## src/rtl/sram_ctrl_pkg.sv

```systemverilog
// Shared types and defaults for the two-port SRAM controller: FSM encoding,
// port identifiers and the default bus widths / read wait.
package sram_ctrl_pkg;

  localparam int DEF_ADDR_W  = 8;
  localparam int DEF_DATA_W  = 8;
  localparam int DEF_RD_WAIT = 2;

  typedef enum logic [2:0] {
    IDLE  = 3'd0,
    SETUP = 3'd1,
    WRITE = 3'd2,
    READ  = 3'd3,
    DONE  = 3'd4
  } state_t;

  typedef enum logic {
    PORT_A = 1'b0,
    PORT_B = 1'b1
  } port_t;

endpackage

```

## src/rtl/rr_arb2.sv

```systemverilog
// Combinational two-way round-robin arbiter: a lone request wins outright,
// a tie goes to the port that did not win last time.
module rr_arb2
  import sram_ctrl_pkg::*;
(
  input  logic  req_a,
  input  logic  req_b,
  input  port_t last_grant,
  output logic  grant_valid,
  output port_t grant
);

  always_comb begin
    grant_valid = req_a | req_b;
    if (req_a && req_b) begin
      grant = (last_grant == PORT_A) ? PORT_B : PORT_A;
    end else if (req_a) begin
      grant = PORT_A;
    end else begin
      grant = PORT_B;
    end
  end

endmodule

```

## src/rtl/sram_port_arbiter.sv

```systemverilog
// Two-requester controller for the asynchronous 8-bit SRAM: round-robin grant,
// setup/strobe/done sequencing, read capture and a one-cycle ack per access.
module sram_port_arbiter
  import sram_ctrl_pkg::*;
#(
  parameter int ADDR_W  = DEF_ADDR_W,
  parameter int DATA_W  = DEF_DATA_W,
  parameter int RD_WAIT = DEF_RD_WAIT
) (
  input  logic              clk,
  input  logic              rst_n,
  input  logic              req_a,
  input  logic              we_a,
  input  logic [ADDR_W-1:0] addr_a,
  input  logic [DATA_W-1:0] wdata_a,
  output logic              ack_a,
  input  logic              req_b,
  input  logic              we_b,
  input  logic [ADDR_W-1:0] addr_b,
  input  logic [DATA_W-1:0] wdata_b,
  output logic              ack_b,
  output logic [DATA_W-1:0] rdata,
  output logic              busy,
  output logic              sram_cs,
  output logic              sram_wr,
  output logic              sram_rd_n,
  output logic [ADDR_W-1:0] sram_addr,
  output logic [DATA_W-1:0] sram_din,
  input  logic [DATA_W-1:0] sram_dout
);

  state_t            state_q, state_d;
  port_t             last_grant, txn_port, grant;
  logic              grant_valid, txn_we, rd_last, take_grant;
  logic [3:0]        rd_cnt;
  logic              cs_d, wr_d, rd_n_d, ack_a_d, ack_b_d, busy_d;
  logic [ADDR_W-1:0] addr_d;
  logic [DATA_W-1:0] din_d, rdata_d;

  rr_arb2 u_arb (
    .req_a       (req_a),
    .req_b       (req_b),
    .last_grant  (last_grant),
    .grant_valid (grant_valid),
    .grant       (grant)
  );

  assign take_grant = (state_q == IDLE) && grant_valid;
  assign rd_last    = (rd_cnt == 4'(RD_WAIT - 1));

  always_ff @(posedge clk) begin
    if (!rst_n) begin
      state_q    <= IDLE;
      last_grant <= PORT_B;
      txn_port   <= PORT_A;
      txn_we     <= 1'b0;
      rd_cnt     <= 4'd0;
    end else begin
      state_q <= state_d;
      if (take_grant) begin
        last_grant <= grant;
        txn_port   <= grant;
        txn_we     <= (grant == PORT_A) ? we_a : we_b;
      end
      rd_cnt <= (state_q == READ && !rd_last) ? rd_cnt + 4'd1 : 4'd0;
    end
  end

  always_comb begin
    state_d = state_q;
    case (state_q)
      IDLE:    if (grant_valid) state_d = SETUP;
      SETUP:   state_d = txn_we ? WRITE : READ;
      WRITE:   state_d = DONE;
      READ:    if (rd_last) state_d = DONE;
      DONE:    state_d = IDLE;
      default: state_d = IDLE;
    endcase
  end

  // Outputs are decoded from the next state so every pin comes straight off a flop.
  always_comb begin
    cs_d    = (state_d == SETUP) || (state_d == WRITE) || (state_d == READ);
    wr_d    = (state_d == WRITE);
    rd_n_d  = (state_d != READ);
    busy_d  = (state_d != IDLE);
    ack_a_d = (state_d == DONE) && (txn_port == PORT_A);
    ack_b_d = (state_d == DONE) && (txn_port == PORT_B);
    addr_d  = sram_addr;
    din_d   = sram_din;
    rdata_d = rdata;
    if (take_grant) begin
      addr_d = (grant == PORT_A) ? addr_a : addr_b;
      din_d  = (grant == PORT_A) ? wdata_a : wdata_b;
    end
    if (state_q == READ && rd_last) begin
      rdata_d = sram_dout;
    end
  end

  always_ff @(posedge clk) begin
    if (!rst_n) begin
      sram_cs   <= 1'b0;
      sram_wr   <= 1'b0;
      sram_rd_n <= 1'b1;
      sram_addr <= '0;
      sram_din  <= '0;
      ack_a     <= 1'b0;
      ack_b     <= 1'b0;
      busy      <= 1'b0;
      rdata     <= '0;
    end else begin
      sram_cs   <= cs_d;
      sram_wr   <= wr_d;
      sram_rd_n <= rd_n_d;
      sram_addr <= addr_d;
      sram_din  <= din_d;
      ack_a     <= ack_a_d;
      ack_b     <= ack_b_d;
      busy      <= busy_d;
      rdata     <= rdata_d;
    end
  end

endmodule

```

## config.mk

```make
export PLATFORM = sky130hd
export DESIGN_NAME = sram_port_arbiter
export DESIGN_NICKNAME = d
export VERILOG_FILES = /design/src/rtl/sram_ctrl_pkg.sv /design/src/rtl/rr_arb2.sv /design/src/rtl/sram_port_arbiter.sv
export SDC_FILE = /design/constraint.sdc
export NUM_CORES = 1
export LEC_CHECK = 0
export ABC_AREA = 1
export BUFFER_PORTS_ARGS = -buffer_cell sky130_fd_sc_hd__buf_2
export CAP_MARGIN = 20
export CORE_UTILIZATION = 42
export CTS_CLUSTER_SIZE = 20
export DETAILED_ROUTE_END_ITERATION = 6
export HOLD_SLACK_MARGIN = 0.1
export PLACE_DENSITY_LB_ADDON = 0.12
export SLEW_MARGIN = 30
export SYNTH_ARGS = -nofsm -noshare
export SYNTH_HDL_FRONTEND = slang
export SYNTH_SLANG_ARGS = --single-unit
export TNS_END_PERCENT = 5
```

## constraint.sdc

```tcl
create_clock -name clk -period 1.24 [get_ports clk]
set_clock_uncertainty 0.15 [all_clocks]
set_input_delay 0.248 -clock clk [delete_from_list [all_inputs] [get_ports clk]]
set_output_delay 0.248 -clock clk [all_outputs]
set_load 0.05 [all_outputs]
```

==> key figures <==
Critical path
  • FF-to-FF Start: state_q[0]$_SDFF_PN0_
  • Worst EP required: 1270 ps
  • Max incr delay on CP: 370 ps
  • Crit-path cells: nor2_4 > nand3_4 > buf_12 > inv_12 > nand2_1 > nor2_1 > nor2_1
  • Critical path fanouts, max: 6
  • Crit path kind: flip-flop to flip-flop
  • Setup slack, reg-to-reg: -30 ps
  • R2R depth: 7
  • Worst endpoint data arrival time: 1300 ps
  • FF-to-FF End: sram_din[0]$_SDFFE_PN0P_
  • Critical Path End Type: flip-flop
  • Critical Path Slowest Stage Cell: dfxtp_4
  • Top cell by count, worst path: nor2_1
  • Critical path launch point type: flip-flop

Clocking
  • CTS Sinks: 40
  • CTS tree: done
  • H-tree depth: 2
  • Worst-Skew Late Latency: 280 ps
  • Clk root buf: clkbuf_8
  • Clock input transition at the sequential cells of the worst setup and hold paths: 70 ps
  • Clock Tree Buf Depth: 2
  • Total CTS buffers: 5

STA
  • Max-slew violations: 0
  • Post-route minimum period: 1270 ps
  • Worst setup margin: -31.3 ps
  • RSZ-0062 raised after global routing: true
  • Setup-failing EPs final: 11
  • Setup tns final: -94.1 ps
  • Final period util: 103%
  • Relative slew margins: 83.0%
  • Final Hold Viols: 0
  • Fmax: 0.787 GHz
  • Slew @ Worst Pin: 254 ps

Floorplanning
  • Ports: 76
  • Die width: 66.9 um
  • Die area: 4470 um2
  • Row count: 23
  • Core area: 4030 um2
  • Initial Util: 43.9%
  • Die height: 66.9 um

Detailed routing
  • DRT Pass-1 Iters: 4
  • Final WL: 4.27 mm
  • DRC viols: 0
  • Post-DR wirelength/cell: 10.7 um
  • Vias per cell: 4.53
  • DR iter-0 viols: 66
  • Vias: 1799
  • Routed Antenna Nets: 0

Finish
  • Final design utilization: 69.4%
  • Share of cells above drive strength 1: 45.2%
  • FF/Latch Area: 826 um2
  • Final net count: 395
  • Synth-to-layout area growth: 58.1%
  • FILL cells: 350
  • Area of the multi-input gates: 841 um2
  • Commonest cells after routing, fill and taps aside: nor2_1 (69), buf_2 (45), nand2_1 (28)
  • Most common cell after layout, fill and taps aside: nor2_1
  • Antenna Cells: 0

Power and ir drop
  • Power Density: 1520 nW/um2
  • Peak supply drop: 0.853 mV
  • Static Leakage: 1.43 nW

Global routing
  • GRT Total Usage: 20.1%
  • Largest net degree at the start of global routing: 37
  • First-pass GRT wire length: 6.78 mm
  • Antenna violations before repair: 0
  • Grt ovf: 0
  • Vias in the first global route: 1559

Worst hold path
  • Hold Path End: txn_we$_SDFFE_PN0P_
  • Min-delay src: we_b
  • Worst Hold Class: input port to flip-flop
  • Hold depth: 5

Yosys
  • Avg Cell Area, Syn: 7.22 um2
  • FF+latch count, synth: 40
  • Synthesized cell area: 1770 um2
  • Synth cell types: 23
  • Cells after synthesis: 245
  • Syn nets: 293
  • YS warnings: 0
  • Sequential-to-total area share from yosys stat: 45.3%

Run status
  • Failing checks: negative setup slack
  • Status: finished, violations left

Placement
  • Post-placement setup slack: -77.3 ps
  • Dpl hpwl: 2.55 mm
  • IO Port Bufs: 75
  • RD Place Congestion: 0.801

Run
  • Max-cap viol count: 0
worst max-delay path by stage:
stage / startpoint / to / slack [ps]
global route: rd_cnt[1]$_SDFF_PN0_ / ack_a$_SDFF_PN0_ / -120
global placement: rd_cnt[1]$_SDFF_PN0_ / sram_rd_n$_SDFF_PN1_ / -60
finish: state_q[0]$_SDFF_PN0_ / sram_din[0]$_SDFFE_PN0P_ / -30
detailed placement: rd_cnt[1]$_SDFF_PN0_ / rdata[1]$_SDFFE_PN0P_ / -80
floorplan: state_q[0]$_SDFF_PN0_ / sram_din[4]$_SDFFE_PN0P_ / 20
CTS: rd_cnt[1]$_SDFF_PN0_ / rdata[4]$_SDFFE_PN0P_ / -30
critical path: cells and delay by family (launching register included):
family,cells,cell delay [ps]
flops,1,370
simple gates,5,400
buf+inv,2,240
what timing repair did:
item | CTS | global route
gates cloned | 4 | 1
hold endpoints to repair | 8 | 0
pin swaps | 5 | 11
buffers inserted | 4 | 1
resized for setup | 58 | 55
hold buffers | 8 | 0
endpoints found under the setup margin | 59 | 62
final cells by class:
cell class | count | area share (%)
timing repair inverter | 4 | 1.97
timing repair buffer | 100 | 28.3
clock buffer | 7 | 3.45
inverter | 29 | 4.43
tap | 50 | 2.24
multi-input combinational | 167 | 30.1
sequential | 40 | 29.5
kinds of logic after synthesis:
kind of cell / Yosys count / synth area share (%)
flip-flops: 40 / 45.3
XOR/XNOR: 2 / 0.991
buffers and inverters: 38 / 11.5
AO/OA/AOI/OAI: 27 / 8.28
AND/OR/NAND/NOR: 136 / 32.5
adder cells (fa/ha/maj): 2 / 1.42
metrics by stage:
step	hold WS [ps]	total power [W]	cells	area, um2
3_5_place_dp	291	0.00291	372	2220
2_1_floorplan	233	0.00265	245	1770
6_report	128	0.00425	397	2800
3_3_place_gp	282	0.00290	372	2220
4_1_cts	121	0.00411	395	2610
5_1_grt	141	0.00448	397	2800
layer usage:
metal  vias to the layer above  global-route usage (%)  wire length, um
li1                        954                       -                -
met1                       784                    24.4             1940
met2                        57                    34.3             2040
met3                         4                    5.14              247
met4                         0                    6.38               43
met5                         -                       0                0
report_power, final:
| part | internal (W) | switching, W |
|---|---|---|
| clock network | 0.000495 | 0.000404 |
| logic | 0.000646 | 0.00109 |
| registers | 0.00148 | 0.000128 |
synth_stat cells:
master / count / area (um2)
nor2_4: 1 / 11.3
o21ai_4: 1 / 16.3
ha_1: 2 / 25.0
nand4_1: 2 / 12.5
o21ai_0: 10 / 50.1
o21ai_1: 16 / 80.1
nand2_2: 10 / 62.6
xnor2_1: 1 / 8.76
nand2_1: 37 / 139
nor2_1: 76 / 285
buf_8: 3 / 45.0
buf_4: 1 / 7.51
inv_2: 2 / 7.51
nand3_4: 1 / 17.5
dfxtp_1: 40 / 801
xor2_1: 1 / 8.76
buf_6: 2 / 22.5
buf_2: 1 / 5.00
inv_1: 26 / 97.6
clkbuf_1: 2 / 7.51
nand3_1: 8 / 40.0
nor2_2: 1 / 6.26
inv_8: 1 / 11.3
sequential cells by signal (all words and copies together) (netlist names), 3 cells and up:
register,count
state_q,3
rd_cnt,4
sram_din,8
sram_addr,8
rdata,8
(Power assumes the default switching activity.)
